File: src/rtl/div_arb_pkg.sv
// Shared types and constants for the divider arbiter: FSM state encoding,
// default widths and an elaboration-time log2 helper.
package div_arb_pkg;

  localparam int DEF_W   = 10;
  localparam int DEF_TMO = 31;
  localparam int ST_W    = 3;

  typedef enum logic [ST_W-1:0] {
    ST_INIT,
    ST_IDLE,
    ST_LAUNCH,
    ST_GUARD,
    ST_WAIT,
    ST_FLUSH,
    ST_DELIVER
  } arb_state_e;

  // ceil(log2(v)); returns 0 for v <= 1
  function automatic int clog2(input int v);
    int r;
    int x;
    r = 0;
    x = v - 1;
    while (x > 0) begin
      r++;
      x = x >> 1;
    end
    return r;
  endfunction

endpackage

File: src/rtl/div_arbiter_if.sv
// Operand/result bus between the arbiter and the sequential divider core.
interface div_arbiter_if #(
  parameter int W = div_arb_pkg::DEF_W
);
  logic [W-1:0] div_a;
  logic [W-1:0] div_b;
  logic         div_start;
  logic         div_sclr;
  logic         div_busy;
  logic         div_valid;
  logic [W-1:0] div_q;
  logic         div_dvz;
  logic         div_ovf;

  modport master (
    output div_a, div_b, div_start, div_sclr,
    input  div_busy, div_valid, div_q, div_dvz, div_ovf
  );

  modport slave (
    input  div_a, div_b, div_start, div_sclr,
    output div_busy, div_valid, div_q, div_dvz, div_ovf
  );
endinterface

File: src/rtl/div_arbiter_rr_pick.sv
// Round-robin picker: first asserted request at or after ptr+1 (mod N).
// Purely combinational; returns one-hot grant plus binary index.
module rr_pick #(
  parameter int N  = 2,
  parameter int PW = 1
) (
  input  logic [N-1:0]  req,
  input  logic [PW-1:0] ptr,
  output logic [N-1:0]  gnt,
  output logic [PW-1:0] idx,
  output logic          any
);

  logic [PW-1:0] cand;

  always_comb begin
    gnt  = '0;
    idx  = '0;
    any  = 1'b0;
    cand = '0;
    for (int i = 1; i <= N; i++) begin
      cand = PW'((int'(ptr) + i) % N);
      if (!any && req[cand]) begin
        any       = 1'b1;
        idx       = cand;
        gnt[cand] = 1'b1;
      end
    end
  end

endmodule

File: src/rtl/div_arbiter.sv
// Shares one sequential divider core between N requesters: grant, load,
// start, wait for completion (with watchdog flush), then return the result.
module div_arbiter
  import div_arb_pkg::*;
#(
  parameter int N          = 2,
  parameter int W          = DEF_W,
  parameter int TMO_CYCLES = DEF_TMO
) (
  input  logic           clk,
  input  logic           rst_n,
  input  logic [N-1:0]   req,
  input  logic [N*W-1:0] a_bus,
  input  logic [N*W-1:0] b_bus,
  output logic [N-1:0]   ack,
  output logic [N-1:0]   done,
  output logic [W-1:0]   res_q,
  output logic           res_dvz,
  output logic           res_ovf,
  output logic           res_tmo,
  output logic           arb_busy,
  div_arbiter_if.master  core
);

  localparam int PW = (clog2(N) < 1) ? 1 : clog2(N);
  localparam int TW = clog2(TMO_CYCLES) + 1;

  arb_state_e    state_q, state_d;
  logic [PW-1:0] ptr_q,   ptr_d;
  logic [TW-1:0] tmr_q,   tmr_d;
  logic [N-1:0]  ack_q,   ack_d;
  logic [N-1:0]  done_q,  done_d;
  logic          start_q, start_d;
  logic [W-1:0]  opa_q,   opa_d;
  logic [W-1:0]  opb_q,   opb_d;
  logic [W-1:0]  quo_q,   quo_d;
  logic          dvz_q,   dvz_d;
  logic          ovf_q,   ovf_d;
  logic          tmo_q,   tmo_d;

  logic [N-1:0]  gnt;
  logic [PW-1:0] win;
  logic          any_req;

  // Completion is decided by state alone; busy is only a debug aid.
  logic unused_busy;
  assign unused_busy = core.div_busy;

  rr_pick #(.N(N), .PW(PW)) u_pick (
    .req (req),
    .ptr (ptr_q),
    .gnt (gnt),
    .idx (win),
    .any (any_req)
  );

  always_comb begin
    state_d = state_q;
    ptr_d   = ptr_q;
    tmr_d   = tmr_q;
    ack_d   = '0;
    done_d  = '0;
    start_d = 1'b0;
    opa_d   = opa_q;
    opb_d   = opb_q;
    quo_d   = quo_q;
    dvz_d   = dvz_q;
    ovf_d   = ovf_q;
    tmo_d   = tmo_q;
    case (state_q)
      ST_INIT: state_d = ST_IDLE;
      ST_IDLE: begin
        if (any_req) begin
          opa_d   = a_bus[win*W +: W];
          opb_d   = b_bus[win*W +: W];
          ack_d   = gnt;
          ptr_d   = win;
          start_d = 1'b1;
          state_d = ST_LAUNCH;
        end
      end
      ST_LAUNCH: begin
        tmr_d   = '0;
        state_d = ST_GUARD;
      end
      // A valid still asserted from the previous op is not trusted here.
      ST_GUARD: state_d = ST_WAIT;
      ST_WAIT: begin
        tmr_d = tmr_q + TW'(1);
        if (core.div_valid) begin
          quo_d        = core.div_q;
          dvz_d        = core.div_dvz;
          ovf_d        = core.div_ovf;
          tmo_d        = 1'b0;
          done_d[ptr_q] = 1'b1;
          state_d      = ST_DELIVER;
        end else if (tmr_q == TW'(TMO_CYCLES - 1)) begin
          quo_d   = '0;
          dvz_d   = 1'b0;
          ovf_d   = 1'b0;
          tmo_d   = 1'b1;
          state_d = ST_FLUSH;
        end
      end
      ST_FLUSH: begin
        done_d[ptr_q] = 1'b1;
        state_d       = ST_DELIVER;
      end
      ST_DELIVER: state_d = ST_IDLE;
      default:    state_d = ST_INIT;
    endcase
  end

  always_ff @(posedge clk or negedge rst_n) begin
    if (!rst_n) begin
      state_q <= ST_INIT;
      ptr_q   <= PW'(N - 1);
      tmr_q   <= '0;
      ack_q   <= '0;
      done_q  <= '0;
      start_q <= 1'b0;
      opa_q   <= '0;
      opb_q   <= '0;
      quo_q   <= '0;
      dvz_q   <= 1'b0;
      ovf_q   <= 1'b0;
      tmo_q   <= 1'b0;
    end else begin
      state_q <= state_d;
      ptr_q   <= ptr_d;
      tmr_q   <= tmr_d;
      ack_q   <= ack_d;
      done_q  <= done_d;
      start_q <= start_d;
      opa_q   <= opa_d;
      opb_q   <= opb_d;
      quo_q   <= quo_d;
      dvz_q   <= dvz_d;
      ovf_q   <= ovf_d;
      tmo_q   <= tmo_d;
    end
  end

  assign ack            = ack_q;
  assign done           = done_q;
  assign res_q          = quo_q;
  assign res_dvz        = dvz_q;
  assign res_ovf        = ovf_q;
  assign res_tmo        = tmo_q;
  assign arb_busy       = (state_q != ST_IDLE);
  assign core.div_a     = opa_q;
  assign core.div_b     = opb_q;
  assign core.div_start = start_q;
  // Held in INIT so the core is cleared across reset and one cycle after.
  assign core.div_sclr  = (state_q == ST_INIT) || (state_q == ST_FLUSH);

endmodule

File: src/flat_wrapper.sv
// flat-port wrapper written by rule: the top's interface ports become plain ports
module div_arbiter_flat import div_arb_pkg::*;
#(
  parameter int N          = 2,
  parameter int W          = DEF_W,
  parameter int TMO_CYCLES = DEF_TMO
)
  (clk, rst_n, req, a_bus, b_bus, ack, done, res_q, res_dvz, res_ovf, res_tmo, arb_busy, core_div_a, core_div_b, core_div_start, core_div_sclr, core_div_busy, core_div_valid, core_div_q, core_div_dvz, core_div_ovf);
  div_arbiter_if #(.W(W)) core_i ();
  input  logic clk;
  input  logic rst_n;
  input  logic [N-1:0] req;
  input  logic [N*W-1:0] a_bus;
  input  logic [N*W-1:0] b_bus;
  output logic [N-1:0] ack;
  output logic [N-1:0] done;
  output logic [W-1:0] res_q;
  output logic res_dvz;
  output logic res_ovf;
  output logic res_tmo;
  output logic arb_busy;
  output wire logic [$bits(core_i.div_a)-1:0] core_div_a;
  output wire logic [$bits(core_i.div_b)-1:0] core_div_b;
  output wire logic [$bits(core_i.div_start)-1:0] core_div_start;
  output wire logic [$bits(core_i.div_sclr)-1:0] core_div_sclr;
  input wire logic [$bits(core_i.div_busy)-1:0] core_div_busy;
  input wire logic [$bits(core_i.div_valid)-1:0] core_div_valid;
  input wire logic [$bits(core_i.div_q)-1:0] core_div_q;
  input wire logic [$bits(core_i.div_dvz)-1:0] core_div_dvz;
  input wire logic [$bits(core_i.div_ovf)-1:0] core_div_ovf;
  assign core_div_a = core_i.div_a;
  assign core_div_b = core_i.div_b;
  assign core_div_start = core_i.div_start;
  assign core_div_sclr = core_i.div_sclr;
  assign core_i.div_busy = core_div_busy;
  assign core_i.div_valid = core_div_valid;
  assign core_i.div_q = core_div_q;
  assign core_i.div_dvz = core_div_dvz;
  assign core_i.div_ovf = core_div_ovf;
  div_arbiter #(.N(N), .W(W), .TMO_CYCLES(TMO_CYCLES)) u_core (.clk(clk), .rst_n(rst_n), .req(req), .a_bus(a_bus), .b_bus(b_bus), .ack(ack), .done(done), .res_q(res_q), .res_dvz(res_dvz), .res_ovf(res_ovf), .res_tmo(res_tmo), .arb_busy(arb_busy), .core(core_i));
endmodule
File: config.mk
export PLATFORM = sky130hd
export DESIGN_NAME = div_arbiter_flat
export DESIGN_NICKNAME = d
export VERILOG_FILES = /design/src/rtl/div_arb_pkg.sv /design/src/rtl/div_arbiter_if.sv /design/src/rtl/div_arbiter_rr_pick.sv /design/src/rtl/div_arbiter.sv /design/src/flat_wrapper.sv
export SDC_FILE = /design/constraint.sdc
export NUM_CORES = 1
export LEC_CHECK = 0
export BUFFER_PORTS_ARGS = -buffer_cell sky130_fd_sc_hd__buf_2
export CAP_MARGIN = 20
export CORE_UTILIZATION = 43
export DETAILED_ROUTE_END_ITERATION = 6
export PLACE_DENSITY = 0.76
export SLEW_MARGIN = 20
export SYNTH_ARGS = -nofsm -noshare
export SYNTH_HDL_FRONTEND = slang
export SYNTH_SLANG_ARGS = --single-unit
File: constraint.sdc
create_clock -name clk -period 1.4 [get_ports clk]
set_input_delay 0.07 -clock clk [delete_from_list [all_inputs] [get_ports clk]]
set_output_delay 0.07 -clock clk [all_outputs]
set_load 0.01 [all_outputs]
=== Word level (Yosys, flattened, before mapping) ===
Cells that the tools add are included.

* Mux-type cells: 34
* Shift operators: 2
* Add/sub/neg operators: 3
* Bitwise logic cells: 1
* Multiply operators: 1
* $lt $le $gt $ge: 6
* Reductions and logical operators: 13
* Equal/unequal tests: 10

{| class="wikitable"
|+ Operators with widths
! operator !! count
|-
| $shiftx A20 B6 Y10 || 2
|-
| $mux W10 || 2
|-
| $mux W1 || 18
|-
| $pmux W3 S6 || 1
|-
| $pmux W6 S2 || 1
|-
| $mux W2 || 5
|-
| $eq A3 B3 Y1 const B || 3
|-
| $mux W3 || 3
|-
| $add A6 B1 Y6 const B || 1
|-
| $eq A3 B2 Y1 const B || 2
|-
| $eq A6 B5 Y1 const B || 1
|-
| $lt A1 B2 Y1 const B || 3
|-
| $reduce_and A2 Y1 || 3
|-
| $logic_and A1 B1 Y1 || 4
|-
| $mul A1 B3 Y4 const B || 1
|-
| $pmux W2 S2 || 1
|-
| $reduce_bool A2 Y1 || 2
|-
| $demux W1 S1 || 3
|-
| $eq A3 B1 Y1 const B || 1
|-
| $ge A1 B1 Y1 const B || 3
|-
| $logic_not A3 Y1 || 1
|-
| $ne A3 B1 Y1 const B || 1
|-
| $ne A3 B2 Y1 const B || 1
|-
| $add A1 B1 Y1 const B || 2
|-
| 5 further kinds || 5
|}

* Register bits: 48
* Bits of input ports: 58

=== Logic depth before layout (Yosys ltp) ===
* Depth in word-level cells: 10
* Depth in mapped cells: 6

=== By module ===
Synthesis repeated with hierarchy kept, for this count alone.

* Cell total of the unflattened synthesis: 233
* Area, all modules: 2332.2 um^2

{| class="wikitable"
|+ Modules (own cells, without submodules)
! module !! seq. area each (um^2) !! times used !! area an instance (um^2) !! cells an instance
|-
| div_arbiter || 1202.4 || 1 || 2299.7 || 228
|-
| rr_pick || 0.0 || 1 || 32.5 || 5
|}

=== Least setup slack after synthesis ===
OpenSTA, ideal clock, no wires.

* Path type: reg-to-reg
* Start: register u_core.state_q[1]
* End: register u_core.tmr_q[5]
* Stages on the path, launching flop included: 6
* Path buffers: 2
* Setup time: 0.134 ns
* Data arrival time: 1.392 ns
* Setup slack: -0.126 ns
* Cell sequence: dfrtp_1 buf_6 or3b_4 buf_6 o311ai_4 o41ai_2

* Longest elaborated chain between the ends: 2
* Elaborated cells between the ends (all ways): 4
* Those cells by class: 2 x eq/ne; 1 x mux; 1 x reduce/logical

{| class="wikitable"
|+ Ends and longest elaborated chain
! item !! line !! text
|-
| from (decl) || div_arbiter.sv:28 || <nowiki>arb_state_e state_q, state_d;</nowiki>
|-
| from (signal assigned) || div_arbiter.sv:129 || <nowiki>state_q <= state_d;</nowiki>
|-
| $eq A3 B3 Y1 / $eq A3 B2 Y1 (equally long branches) || div_arbiter.sv:70 || <nowiki>case (state_q)</nowiki>
|-
| $pmux W6 S2 / $reduce_bool A2 Y1 (equally long branches) || n/a ||
|-
| to (signal assigned) || div_arbiter.sv:131 || <nowiki>tmr_q <= tmr_d;</nowiki>
|-
| to (decl) || div_arbiter.sv:30 || <nowiki>logic [TW-1:0] tmr_q, tmr_d;</nowiki>
|}

Several ways; a longest one is shown, not always the timed one.
A chain may end at the register's enable or synchronous reset.

=== Final worst setup path ===
* Start: register u_core.state_q[2]
* End: register u_core.opb_q[5] (netlist: u_core.core.div_b[5])

* Longest elaborated chain between the ends: 2

{| class="wikitable"
|+ Ends and longest elaborated chain
! item !! line !! text
|-
| $eq A3 B1 Y1 || div_arbiter.sv:70 ||
|-
| $reduce_and A2 Y1 (no line) || n/a ||
|-
| to (signal assigned) || div_arbiter.sv:136 || <nowiki>opb_q <= opb_d;</nowiki>
|-
| to (decl) || div_arbiter.sv:35 || <nowiki>logic [W-1:0] opb_q, opb_d;</nowiki>
|}

No other way between the ends.

==> results.md <==
Outcome:
- The flow ran to the end, but the final reports show violations.
- The final reports fail on negative setup slack.

STA:
- The pin slew with the least headroom to its limit is 0.666 ns.
- The final-report setup violation count is 23.
- The final setup skew is 0.0161 ns.
- Timing would allow up to just under 700 MHz.
- The smallest clock period supported by the final layout is computed as 1.47 ns.
- Setup repair after global routing could not meet its margin everywhere.
- The number of hold-slack violations in the final timing report is 0.
- The number of pins exceeding their max-slew limit in the final report came to 0.
- In the finished design, the share of the clock period the worst path needs comes to 1.05.
- The minimum setup slack in the final design is -0.0676 ns.
- The worst-case headroom to the max-slew limit is 0.555.

Clock network:
- The clock sink total is between 40 and 50.
- Counting along the longest clock path gives a buffer depth of 2.
- The latest clock arrival within the worst-skew pair is 0.31 ns.
- The CTS root buffer is clkbuf_8.
- The TritonCTS clock tree is done.
- CTS built an H-tree with a depth of 2.
- Counting the buffers created by CTS gives 5.
- The clock slew seen by the registers of the worst setup and hold paths is 0.10 ns.

Power:
- VDD sags by at most 0.828 mV.
- The design draws around 6.5 mW.
- The clock network fraction of total power is 0.133.
- The leakage power figure is 1.50 nW.
- Of the total power, registers draw 0.354.
- Dividing total power by cell area gives a power density of around 1900 mW/mm^2.
- Of the total power, the share spent switching nets is 0.370.
- Summed over all nets, the switching power comes to 2.42 mW.
- Of the total power, combinational logic draws 0.514.
- The internal power of the cells totals 4.11 mW.

Synthesis:
- The post-synthesis register bit count is 48.
- The mapped netlist covers around 0.0023 mm^2.
- The number of nets handed over by synthesis was around 260.
- The cell type with the highest aggregate area in the netlist is dfrtp_1.
- A synthesized cell averages 11.4 um^2.
- In this run, distinct cell masters in the synthesized netlist total 35.
- Sorting the synthesized cells by area gives the leading types as dfrtp_1 52%, a2bb2oi_1 8.1%, o32ai_1 7.8%, o21ai_0 4.2%, nand2b_1 4.2%.
- The count of warnings emitted by yosys is 0.
- The post-synthesis instance total is 198.
- The share of the Yosys chip area taken by registers is 0.532.
- The proportion of netlist area held by the largest area contributor is 0.521.

Worst hold path:
- The class of the worst hold path is input port to flop.

Floorplanning:
- From bottom edge to top edge, the die measures 74.5 um.
- During I/O placement, the number of pins put on the boundary was 98.
- The initial cell density of the core is 0.445.
- The floorplan has 26 rows.
- Measured along the x axis, the die boundary spans approximately 74 um.
- The core region is 0.00507 mm^2.
- The die covers around 0.0055 mm^2.

GRT:
- The via count of the first global-routing pass is 1817.
- The total global routing overflow is 0.
- The largest net degree at the start of global routing is a little under 50.
- The global-route wire length before repair is 8350 um.
- The number of antenna violations at the first check in global routing came to 0.
- In the global route stage, overall resource usage came out at 0.200.

Worst setup path:
- Counting both buffers and inverters, the worst setup path holds a total of 4.
- The largest incremental delay on the critical path is 0.42 ns.
- The slowest cell on the critical path is dfrtp_1.
- The endpoint type of the worst setup path is a flop.
- The critical path is of the flop to flop type.
- The most numerous cell type found on the critical path is buf_6.
- The dominant delay contributor by cell family on the critical path is buffers and inverters.
- The kind of start point of the critical path is a flop.
- The required arrival time at the worst endpoint is around 1.6 ns.
- The arrival time of the worst setup path is 1.70 ns.
- In this run the worst path has a maximum fanout of 5.
- The critical path goes through buf_6 -> nor3b_4 -> inv_2 -> nor2_4 -> buf_6 -> clkbuf_16 -> a2bb2oi_2.

Detailed routing:
- The count of unresolved DRC violations after routing is 0.
- The final antenna-violating net count is 0.
- After the first detailed-routing iteration, the DRC count stood at 108.
- The first detailed-routing pass took 4 iterations.
- In the final routed layout, each cell accounts on average for roughly 15 um.
- The total via count in the routed design is 2090.
- The final wirelength is 6000 um.
- Using the TritonRoute via totals, the vias-per-cell ratio works out to 5.36.

Layout:
- The library cell used most frequently in the layout, excluding fill and tap cells, is buf_2.
- In the layout the commonest cells are 95 x buf_2, 47 x dfrtp_1, 19 x o32ai_1, 18 x a2bb2oi_2, 15 x nand2b_1.
- Compared with the post-synthesis result, the final layout area differs by 51.1%.
- The finished cells cover 0.00341 mm^2.
- In the final layout, the share of cells above drive strength 1 is 0.497.
- For this run, the share of the core covered by cells in the final layout is 0.672.
- The layout net count is 379.
- The diode insertion count for antenna repair is 0.

Place:
- Prior to clock tree synthesis, the placed netlist has a worst setup slack of -0.0381 ns.
- The count of input and output buffers is 96.
- The placed standard-cell area is a little under 0.003 mm^2.
- The congestion estimate from routability-driven global placement came to around 0.73.
- The sum of net half-perimeters after detailed placement is 3580 um.

Flow run:
- The number of max-cap violations is 0.
## worst reg2reg max path, stage by stage (launching register included)
cell	delay (ns)
dfrtp_1	0.42
buf_6	0.14
nor3b_4	0.20
inv_2	0.09
nor2_4	0.13
buf_6	0.14
clkbuf_16	0.14
a2bb2oi_2	0.13
## registers in the layout (all words and copies together), names as in the netlist
register and flops:
u_core.done 2, u_core.tmr_q 6, u_core.res_dvz 1, u_core.ptr_q 1, u_core.core.div_start 1, u_core.state_q 3
u_core.core.div_a 10, u_core.core.div_b 10, u_core.res_q 10, u_core.res_tmo 1, u_core.res_ovf 1, u_core.ack 2
## stage by stage
step | hold WS (ns) | TNS, ns | std cells
final | 0.0529 | -0.957 | 390
after global routing | 0.0524 | -2.59 | 390
after CTS | 0.0415 | -0.436 | 385
after detailed placement | 0.0744 | -0.145 | 361
after global placement | 0.0780 | 0 | 361
after floorplan | -0.226 | -0.470 | 198
## synth_stat cells, drive strengths merged
master	count
o41ai	1
or3b	2
nand2b	15
nor2b	1
a21bo	1
nand4	1
a21o	1
inv	3
o32ai	20
o21ai	19
nor2	5
mux2i	1
nand2	6
dfstp	1
and4bb	1
a2bb2oi	21
nand3	4
clkbuf	11
nor3b	3
xor2	2
a21oi	2
o311ai	1
nor3	4
a22oi	12
ha	2
dfrtp	47
buf	8
a31oi	2
o211a	1
## final timing paths
path | start | to | slack, ns | cells past startpoint
worst max-delay path | u_core.state_q[2]$_DFFE_PN0P_ | u_core.core.div_b[5]$_DFFE_PN0P_ | -0.07 | 7
worst min-delay path | req[1] | u_core.ptr_q$_DFFE_PN1P_ | 0.05 | 3
max in group asynchronous | rst_n | u_core.ptr_q$_DFFE_PN1P_ | 0.83 | 3
min in group asynchronous | rst_n | u_core.res_q[7]$_DFFE_PN0P_ | 0.28 | 3
worst max register to register | u_core.state_q[2]$_DFFE_PN0P_ | u_core.core.div_b[5]$_DFFE_PN0P_ | -0.07 | 7
worst min register to register | u_core.tmr_q[4]$_DFFE_PN0P_ | u_core.tmr_q[4]$_DFFE_PN0P_ | 0.53 | 1
## per-layer routing
layer,vias up,routed length (um),global-route usage
li1,1001,-,-
met1,1013,2630,0.251
met2,71,3030,0.340
met3,5,295,0.0474
met4,0,48,0.0650
met5,-,0,0
## cell type report
type / count / area (um^2)
Sequential cell: 48 / 1200
Multi-Input combinational cell: 128 / 1090
Tap cell: 70 / 87.6
Fill cell: 369 / 1660
Clock buffer: 5 / 68.8
Clock inverter: 3 / 25.0
Inverter: 3 / 11.3
Timing Repair Buffer: 133 / 928
## repair_timing
action,CTS,global route
hold buffers,14,0
endpoints found under the hold margin,61,0
setup buffers,1,3
cloned,1,2
pin swaps,3,3
setup endpoints to repair,24,35
resized for setup,17,14
## cell families (layout without fill, tap and decap cells)
group,Yosys count,after routing,synth area share
and+or+nand+nor,42,42,0.114
xor gates and xnor gates,2,2,0.00776
muxes,1,1,0.00443
DFF,48,48,0.532
buffers and inverters,22,144,0.0488
AOI/OAI and AO/OA,81,81,0.282
adders and majority gates,2,2,0.0111
## power groups by stage
stage | Clock [mW] | Sequential (mW) | Combinational [mW]
after floorplan | 0 | 2.44 | 1.43
after global placement | 0 | 2.26 | 2.57
after detailed placement | 0 | 2.26 | 2.64
after CTS | 0.886 | 2.27 | 3.03
after global routing | 0.946 | 2.36 | 3.62
final | 0.866 | 2.31 | 3.35
Power figures use the tool's default switching activity.
